===== config.mk =====
export PLATFORM = sky130hd
export DESIGN_NAME = bypass_unit_flat
export DESIGN_NICKNAME = d
export VERILOG_FILES = /design/src/rtl/bypass_unit_pkg.sv /design/src/rtl/bypass_unit_if.sv /design/src/rtl/bypass_unit_mux.sv /design/src/rtl/bypass_unit.sv /design/src/flat_wrapper.sv
export SDC_FILE = /design/constraint.sdc
export NUM_CORES = 1
export LEC_CHECK = 0
export BUFFER_PORTS_ARGS = -buffer_cell sky130_fd_sc_hd__clkbuf_2
export CAP_MARGIN = 20
export CORE_MARGIN = 3
export CORE_UTILIZATION = 36
export CTS_CLUSTER_DIAMETER = 50
export DETAILED_ROUTE_END_ITERATION = 6
export PLACE_DENSITY = 0.66
export SETUP_SLACK_MARGIN = 0.2
export SLEW_MARGIN = 0
export SYNTH_ARGS = -nofsm -noshare
export SYNTH_HDL_FRONTEND = slang
export SYNTH_SLANG_ARGS = --single-unit

===== constraint.sdc =====
create_clock -name clk -period 3 [get_ports clk]
set_clock_uncertainty 0.2 [all_clocks]
set_input_delay 0.3 -clock clk [delete_from_list [all_inputs] [get_ports clk]]
set_output_delay 0.3 -clock clk [all_outputs]
set_load 0.01 [all_outputs]

===== src/rtl/bypass_unit_pkg.sv =====
// Shared definitions for the operand bypass network and the hazard logic.
package bypass_unit_pkg;

    localparam int BU_XLEN   = 32;
    localparam int BU_REG_AW = 5;

    // Operand source select encodings (also exported for observability)
    localparam logic [1:0] FWD_RF = 2'b00;
    localparam logic [1:0] FWD_WB = 2'b01;
    localparam logic [1:0] FWD_M  = 2'b10;
    localparam logic [1:0] FWD_E  = 2'b11;

    // Source-read enables: bit0 = rs1, bit1 = rs2
    localparam logic [1:0] REG_RD_NONE = 2'b00;
    localparam logic [1:0] REG_RD_RS1  = 2'b01;
    localparam logic [1:0] REG_RD_RS2  = 2'b10;
    localparam logic [1:0] REG_RD_BOTH = 2'b11;

    // Destination tag carried down the shadow pipeline
    typedef struct packed {
        logic                 we;
        logic [BU_REG_AW-1:0] rd;
        logic                 ld;
    } stage_tag_t;

    // A stage produces a value for src; x0 is never produced
    function automatic logic tag_hit(stage_tag_t tag, logic [BU_REG_AW-1:0] src);
        return tag.we && (tag.rd == src) && (src != '0);
    endfunction

endpackage


===== src/rtl/bypass_unit_if.sv =====
// Decode-side bus between the core and the bypass unit.
interface bypass_unit_if #(
    parameter int XLEN   = 32,
    parameter int REG_AW = 5
) ();
    logic              reg_WE;
    logic              is_load;
    logic [1:0]        reg_RD;
    logic [REG_AW-1:0] rs1;
    logic [REG_AW-1:0] rs2;
    logic [REG_AW-1:0] rs3;
    logic [XLEN-1:0]   rf_rs1_data;
    logic [XLEN-1:0]   rf_rs2_data;
    logic [XLEN-1:0]   result_E;
    logic [XLEN-1:0]   result_M;
    logic [XLEN-1:0]   result_WB;
    logic              stall_D;
    logic              flush_E;
    logic              flush_M;
    logic [XLEN-1:0]   opa_data;
    logic [XLEN-1:0]   opb_data;
    logic [1:0]        fwd_a_sel;
    logic [1:0]        fwd_b_sel;
    logic              load_use_stall;

    modport master (
        output reg_WE, is_load, reg_RD, rs1, rs2, rs3,
        output rf_rs1_data, rf_rs2_data, result_E, result_M, result_WB,
        output stall_D, flush_E, flush_M,
        input  opa_data, opb_data, fwd_a_sel, fwd_b_sel, load_use_stall
    );

    modport slave (
        input  reg_WE, is_load, reg_RD, rs1, rs2, rs3,
        input  rf_rs1_data, rf_rs2_data, result_E, result_M, result_WB,
        input  stall_D, flush_E, flush_M,
        output opa_data, opb_data, fwd_a_sel, fwd_b_sel, load_use_stall
    );
endinterface


===== src/rtl/bypass_unit_mux.sv =====
// Priority compare and data select for one decode operand.
module bypass_mux
    import bypass_unit_pkg::*;
#(
    parameter int XLEN = BU_XLEN
) (
    input  logic                 en_i,
    input  logic [BU_REG_AW-1:0] src_i,
    input  stage_tag_t           tag_e_i,
    input  stage_tag_t           tag_m_i,
    input  stage_tag_t           tag_wb_i,
    input  logic [XLEN-1:0]      rf_data_i,
    input  logic [XLEN-1:0]      res_e_i,
    input  logic [XLEN-1:0]      res_m_i,
    input  logic [XLEN-1:0]      res_wb_i,
    output logic [XLEN-1:0]      data_o,
    output logic [1:0]           sel_o,
    output logic                 load_use_o
);

    // Youngest producer wins; a load still in E flags a stall (its data is unusable)
    always_comb begin
        sel_o      = FWD_RF;
        data_o     = rf_data_i;
        load_use_o = 1'b0;
        if (en_i) begin
            if (tag_hit(tag_e_i, src_i)) begin
                sel_o      = FWD_E;
                data_o     = res_e_i;
                load_use_o = tag_e_i.ld;
            end else if (tag_hit(tag_m_i, src_i)) begin
                sel_o  = FWD_M;
                data_o = res_m_i;
            end else if (tag_hit(tag_wb_i, src_i)) begin
                sel_o  = FWD_WB;
                data_o = res_wb_i;
            end
        end
    end

endmodule


===== src/rtl/bypass_unit.sv =====
// Forwards in-flight results onto decode operands using an E/M/WB tag shadow pipeline.
module bypass_unit
    import bypass_unit_pkg::*;
#(
    parameter int XLEN   = BU_XLEN,
    parameter int REG_AW = BU_REG_AW   // tag width follows BU_REG_AW in the package
) (
    input logic          clk,
    input logic          rst_n,
    bypass_unit_if.slave bus
);

    stage_tag_t e_q, m_q, wb_q;
    stage_tag_t e_d, m_d, wb_d;

    logic [REG_AW-1:0] src      [2];
    logic [XLEN-1:0]   rf_data  [2];
    logic [XLEN-1:0]   op_data  [2];
    logic [1:0]        op_sel   [2];
    logic              op_lu    [2];
    logic              load_use;

    assign src[0]     = bus.rs1;
    assign src[1]     = bus.rs2;
    assign rf_data[0] = bus.rf_rs1_data;
    assign rf_data[1] = bus.rf_rs2_data;

    generate
        for (genvar gi = 0; gi < 2; gi++) begin : g_operand
            bypass_mux #(.XLEN(XLEN)) u_mux (
                .en_i       (bus.reg_RD[gi]),
                .src_i      (src[gi]),
                .tag_e_i    (e_q),
                .tag_m_i    (m_q),
                .tag_wb_i   (wb_q),
                .rf_data_i  (rf_data[gi]),
                .res_e_i    (bus.result_E),
                .res_m_i    (bus.result_M),
                .res_wb_i   (bus.result_WB),
                .data_o     (op_data[gi]),
                .sel_o      (op_sel[gi]),
                .load_use_o (op_lu[gi])
            );
        end
    endgenerate

    assign load_use           = op_lu[0] | op_lu[1];
    assign bus.load_use_stall = load_use;
    assign bus.opa_data       = op_data[0];
    assign bus.opb_data       = op_data[1];
    assign bus.fwd_a_sel      = op_sel[0];
    assign bus.fwd_b_sel      = op_sel[1];

    // Next tags: flush, load-use and decode stall all inject a bubble into E; x0 writes are dropped
    always_comb begin
        e_d = '0;
        if (!(bus.flush_E || load_use || bus.stall_D)) begin
            e_d.we = bus.reg_WE && (bus.rs3 != '0);
            e_d.rd = bus.rs3;
            e_d.ld = bus.is_load;
        end
        m_d  = bus.flush_M ? '0 : e_q;
        wb_d = m_q;
    end

    // Shadow pipeline registers, cleared asynchronously
    always_ff @(posedge clk or negedge rst_n) begin
        if (!rst_n) begin
            e_q  <= '0;
            m_q  <= '0;
            wb_q <= '0;
        end else begin
            e_q  <= e_d;
            m_q  <= m_d;
            wb_q <= wb_d;
        end
    end

endmodule


===== src/flat_wrapper.sv =====
// flat-port wrapper written by rule: the top's interface ports become plain ports
module bypass_unit_flat import bypass_unit_pkg::*;
#(
    parameter int XLEN   = BU_XLEN,
    parameter int REG_AW = BU_REG_AW                                                
)
  (clk, rst_n, bus_reg_WE, bus_is_load, bus_reg_RD, bus_rs1, bus_rs2, bus_rs3, bus_rf_rs1_data, bus_rf_rs2_data, bus_result_E, bus_result_M, bus_result_WB, bus_stall_D, bus_flush_E, bus_flush_M, bus_opa_data, bus_opb_data, bus_fwd_a_sel, bus_fwd_b_sel, bus_load_use_stall);
  bypass_unit_if #(.XLEN(XLEN), .REG_AW(REG_AW)) bus_i ();
  input logic clk;
  input logic rst_n;
  input wire logic [$bits(bus_i.reg_WE)-1:0] bus_reg_WE;
  input wire logic [$bits(bus_i.is_load)-1:0] bus_is_load;
  input wire logic [$bits(bus_i.reg_RD)-1:0] bus_reg_RD;
  input wire logic [$bits(bus_i.rs1)-1:0] bus_rs1;
  input wire logic [$bits(bus_i.rs2)-1:0] bus_rs2;
  input wire logic [$bits(bus_i.rs3)-1:0] bus_rs3;
  input wire logic [$bits(bus_i.rf_rs1_data)-1:0] bus_rf_rs1_data;
  input wire logic [$bits(bus_i.rf_rs2_data)-1:0] bus_rf_rs2_data;
  input wire logic [$bits(bus_i.result_E)-1:0] bus_result_E;
  input wire logic [$bits(bus_i.result_M)-1:0] bus_result_M;
  input wire logic [$bits(bus_i.result_WB)-1:0] bus_result_WB;
  input wire logic [$bits(bus_i.stall_D)-1:0] bus_stall_D;
  input wire logic [$bits(bus_i.flush_E)-1:0] bus_flush_E;
  input wire logic [$bits(bus_i.flush_M)-1:0] bus_flush_M;
  output wire logic [$bits(bus_i.opa_data)-1:0] bus_opa_data;
  output wire logic [$bits(bus_i.opb_data)-1:0] bus_opb_data;
  output wire logic [$bits(bus_i.fwd_a_sel)-1:0] bus_fwd_a_sel;
  output wire logic [$bits(bus_i.fwd_b_sel)-1:0] bus_fwd_b_sel;
  output wire logic [$bits(bus_i.load_use_stall)-1:0] bus_load_use_stall;
  assign bus_i.reg_WE = bus_reg_WE;
  assign bus_i.is_load = bus_is_load;
  assign bus_i.reg_RD = bus_reg_RD;
  assign bus_i.rs1 = bus_rs1;
  assign bus_i.rs2 = bus_rs2;
  assign bus_i.rs3 = bus_rs3;
  assign bus_i.rf_rs1_data = bus_rf_rs1_data;
  assign bus_i.rf_rs2_data = bus_rf_rs2_data;
  assign bus_i.result_E = bus_result_E;
  assign bus_i.result_M = bus_result_M;
  assign bus_i.result_WB = bus_result_WB;
  assign bus_i.stall_D = bus_stall_D;
  assign bus_i.flush_E = bus_flush_E;
  assign bus_i.flush_M = bus_flush_M;
  assign bus_opa_data = bus_i.opa_data;
  assign bus_opb_data = bus_i.opb_data;
  assign bus_fwd_a_sel = bus_i.fwd_a_sel;
  assign bus_fwd_b_sel = bus_i.fwd_b_sel;
  assign bus_load_use_stall = bus_i.load_use_stall;
  bypass_unit #(.XLEN(XLEN), .REG_AW(REG_AW)) u_core (.clk(clk), .rst_n(rst_n), .bus(bus_i));
endmodule

=== Word level (Yosys, flattened, before mapping) ===
Cells that the tools add are included.

* Eq/ne operators: 6
* Reduce and logical (&&, ||, !) cells: 18
* Bitwise gates (word level): 1
* Multiplexer cells: 22

{| class="wikitable"
|+ Operators with widths
! operator !! count
|-
| $mux 32 || 8
|-
| $eq 5x5->1 || 6
|-
| $reduce_bool 5->1 || 3
|-
| $mux 7 || 2
|-
| $logic_and 1x1->1 || 13
|-
| $mux 2 || 6
|-
| $mux 1 || 6
|-
| $logic_or 1x1->1 || 2
|-
| $or 1x1->1 || 1
|}

* Output and inout bits: 69
* Register bits after elaboration: 19

=== Logic depth before layout (Yosys ltp) ===
* Word-level depth: 9
* Mapped depth: 9
* Mapped depth without buffers: 5

=== By module ===
A second synthesis with hierarchy kept.

* Cells, all modules: 556
* Area, all modules: 4413.0 um^2

{| class="wikitable"
|+ By module, submodules not included
! module !! area an instance (um^2) !! seq. area each (um^2) !! instances !! cells each
|-
| bypass_mux || 1880.6 || 0.0 || 2 || 259
|-
| bypass_unit || 651.9 || 525.5 || 1 || 38
|}

=== Least setup slack after synthesis ===
OpenSTA, ideal clock, no wires.

* Path type: input port to output port
* Start: input port bus_rs1[2]
* End: output port bus_opa_data[23]
* Stages on the path: 9
* Path buffers: 4
* Required time: 2500 ps
* Path slack: 604 ps
* Data arrival time: 1896 ps
* Path through: clkbuf_1 > xnor2_1 > nand4_1 > or4_1 > buf_2 > buf_2 > buf_2 > a2bb2oi_1 > o21ai_1

* Longest elaborated chain between the ends: 7

{| class="wikitable"
|+ Ends and longest elaborated chain
! item !! line !! source
|-
| start: declaration || flat_wrapper.sv:14 || <nowiki>input wire logic [$bits(bus_i.rs1)-1:0] bus_rs1;</nowiki>
|-
| $eq 5x5->1 || bypass_unit_pkg.sv:28 || <nowiki>return tag.we && (tag.rd == src) && (src != '0);</nowiki>
|-
| $logic_and 1x1->1 (2 in series) || bypass_unit_pkg.sv:28 ||
|-
| $mux 32 || bypass_unit_mux.sv:34 || <nowiki>end else if (tag_hit(tag_wb_i, src_i)) begin</nowiki>
|-
| $mux 32 || bypass_unit_mux.sv:31 || <nowiki>end else if (tag_hit(tag_m_i, src_i)) begin</nowiki>
|-
| $mux 32 * || bypass_unit_mux.sv:27 || <nowiki>if (tag_hit(tag_e_i, src_i)) begin</nowiki>
|-
| $mux 32 * || bypass_unit_mux.sv:26 || <nowiki>if (en_i) begin</nowiki>
|-
| end: declaration || flat_wrapper.sv:25 || <nowiki>output wire logic [$bits(bus_i.opa_data)-1:0] bus_opa_data;</nowiki>
|}

Mark *: on every way between the ends. The rest lies on a longest branch, timed or not.

=== Final worst setup path ===
* Start: input port bus_rs1[3]
* End: output port bus_opa_data[18]

Same word-level chain as after synthesis.

==> results.md <==
* Synthesized flop and latch total at 19
* Most frequent cells after synthesis: nand2_1, a2bb2oi_1, o211ai_1, a211oi_1, o21ai_1
* CP required at roughly 2.5 ns
* Synth Net Count at 781
* Via density at 6.41
* Core Region at 0.0111 mm^2
* Placed inst area at 0.00566 mm^2
* R2R depth at 7
* Switching pwr at around 470 uW
* IO Count at 253
* Critical path class: in -> out
* Starting Density at 37.9%
* CP arrival at 2.27 ns
* Design Area, Final at 0.00593 mm^2
* Setup_tns at 0 ns
* Post-Syn Area at between 0.004 and 0.005 mm^2
* Max Cap Viol at 0
* Clock tree buffer depth at 2
* Clock power frac at between 20% and 30%
* Hold path depth at 3
* Total grt overflow at 0
* Endpoints failing hold at 0
* Vias in the first global route at 6135
* Area growth from synthesis to layout at 40.7%
* Area share of the largest cell type after synthesis at between 10% and 20%
* Flop pwr share at between 20% and 30%
* Total CTS buffers at 3
* Die area at 0.0130 mm^2
* Via Count at 6171
* Final WL at 22200 um
* Worst setup SP type: input port
* Max IR drop VDD at 162 uV
* Int Power at around 750 uW
* Nets at a little over 1000
* CTS tree: built
* Antenna Violating Nets Remaining at 0
* EDFF count, synth at 0
* Hold WC Path Type: in -> reg
* Drt pass-1 iters at 6
* Clk Latency, worst-skew pair at 0.25 ns
* Worst slew pin tran at roughly 0.71 ns
* Largest net degree at the start of global routing at between 60 and 70
* Crit path max fanout at 30
* Global-route wire length before repair at 33200 um
* Power per cell area at 206 mW/mm^2
* Synth cell types at 40
* Post-Synthesis Cells at 597
* # setup viols final at 0
* Row cnt at 38
* Asr flop ratio synth at 100%
* Post-route DRC violation count at 0
* Status: finished clean
* Rel. slew slack at between 50 and 60%
* CP Capture Type: output pin
* Count leader, synth: nand2_1
* CTS sink cnt at 19
* Worst-path clk slew at 0.05 ns
* Min Clock Period, post-route at between 2 and 3 ns
* Comb pwr share at 55.6%
* Initial antenna violation count at 1
* DRT iter0 DRCs at approximately 900
* Sw frac at roughly 39%
* Clock Tree Root: clkbuf_16
* Cell taking the most area after synthesis: a2bb2oi_1
* # port buffers at 252
* Share of cells above drive strength 1 at 39.2%
* Post-synthesis sequential area ratio at 11.3%
* Leak pwr at ~2.7 nW
* Unrepaired setup endpoints after global routing: true
* F_max at 361 MHz
* DR WL/cell at 23.0 um
* Final slew viol count at 0
* Die Wd at 114 um
* Yosys warns at 0
* Routability cong. at about 0.9
* Leading post-synthesis cells by cell area: a2bb2oi_1, dfrtp_1, o211ai_1
* # H-tree levels at 1
* GRT Util Overall at around a third
* Synth Area per Inst at 7.06 um^2
* Hpwl dp at 15400 um
* Final Cycle Share at between 90% and 100%
* Synth Flop Type: dfrtp_1
* Die Y at around 110 um
layout make-up:
| type | count | area, um^2 |
|---|---|---|
| fillers | 1115 | 5190 |
| multi-input cells | 503 | 3500 |
| repair buffers | 291 | 1680 |
| flip-flops and latches | 19 | 475 |
| well taps | 140 | 175 |
| clock buffers | 3 | 75.1 |
| inverters | 4 | 15.0 |
| clock inverters | 1 | 5.00 |
| diodes | 1 | 2.50 |
power by group through the flow:
| stage | logic (mW) | registers (mW) | clock network (mW) |
|---|---|---|---|
| 2_1_floorplan | 0.323 | 0.275 | 0 |
| 3_3_place_gp | 0.633 | 0.278 | 0 |
| 3_5_place_dp | 0.637 | 0.278 | 0 |
| 4_1_cts | 0.643 | 0.274 | 0.274 |
| 5_1_grt | 0.725 | 0.275 | 0.289 |
| 6_report | 0.679 | 0.274 | 0.267 |
final timing paths:
kind / slack [ns] / end / from
min in group asynchronous: 0.33 / u_core.e_q[5]$_DFF_PN0_ / rst_n
hold reg to reg: 0.23 / u_core.wb_q[5]$_DFF_PN0_ / u_core.m_q[5]$_DFF_PN0_
hold / removal: 0.06 / u_core.e_q[2]$_DFF_PN0_ / bus_rs3[1]
setup / recovery: 0.23 / bus_opa_data[18] / bus_rs1[3]
max in group asynchronous: 1.95 / u_core.m_q[1]$_DFF_PN0_ / rst_n
setup reg to reg: 0.89 / u_core.e_q[4]$_DFF_PN0_ / u_core.e_q[5]$_DFF_PN0_
repair_timing:
| item | CTS | global route |
|---|---|---|
| hold buffers | 1 | 0 |
| buffers inserted | 0 | 6 |
| gates resized for setup | 3 | 13 |
| pin swaps | 1 | 2 |
| gates cloned | 2 | 2 |
| endpoints found under the hold margin | 19 | 0 |
| endpoints found under the setup margin | 34 | 48 |
kinds of logic after synthesis:
group           Yosys count  share of synthesized area, %
xor+xnor                 30                          6.23
flops                    19                          11.3
buf+inv                  77                          8.43
compound gates          305                          53.3
simple gates            166                          20.7
cell usage in the layout, fill, tap and decap left out, types with 10 or more instances in the layout:
cell type	n
a211oi_1	55
a21boi_0	26
a2bb2oi_1	64
and3_1	32
buf_4	25
clkbuf_2	252
dfrtp_1	19
nand2_1	72
nand2b_1	32
o211ai_1	59
o21ai_0	11
o21ai_1	55
xnor2_1	16
xor2_1	10
registers in the layout (all words and copies together), names as in the netlist:
name / cells
u_core.m_q: 6
u_core.wb_q: 6
u_core.e_q: 7
routing by layer:
layer  up-vias  global-route usage (%)  share of wire, %
li1       2752                       -                 -
met1      2856                    40.0                38
met2       491                    53.6                48
met3        72                    4.23                11
met4         0                    12.4               3.7
met5         -                       0                 0
metrics by stage:
step / instances / setup WS, ns / hold WS [ns] / util, % / power, mW
floorplan: 597 / 0.604 / -0.196 / - / 0.598
global placement: 946 / 0.188 / 0.0646 / 50.8 / 0.911
detailed placement: 946 / 0.148 / 0.0698 / 50.8 / 0.915
CTS: 953 / 0.190 / 0.0550 / 52.1 / 1.19
global route: 962 / 0.179 / 0.0691 / 53.3 / 1.29
finish: 962 / 0.229 / 0.0603 / 53.3 / 1.22
worst max-delay path, stage by stage:
cell and delay, ns:
clkbuf_2 0.13, or4_4 0.61, o211ai_1 0.26, or2_2 0.19, buf_12 0.20, o211ai_1 0.13, o21ai_1 0.26, clkbuf_2 0.18
Note: power is estimated with default switching activity, not from simulation.
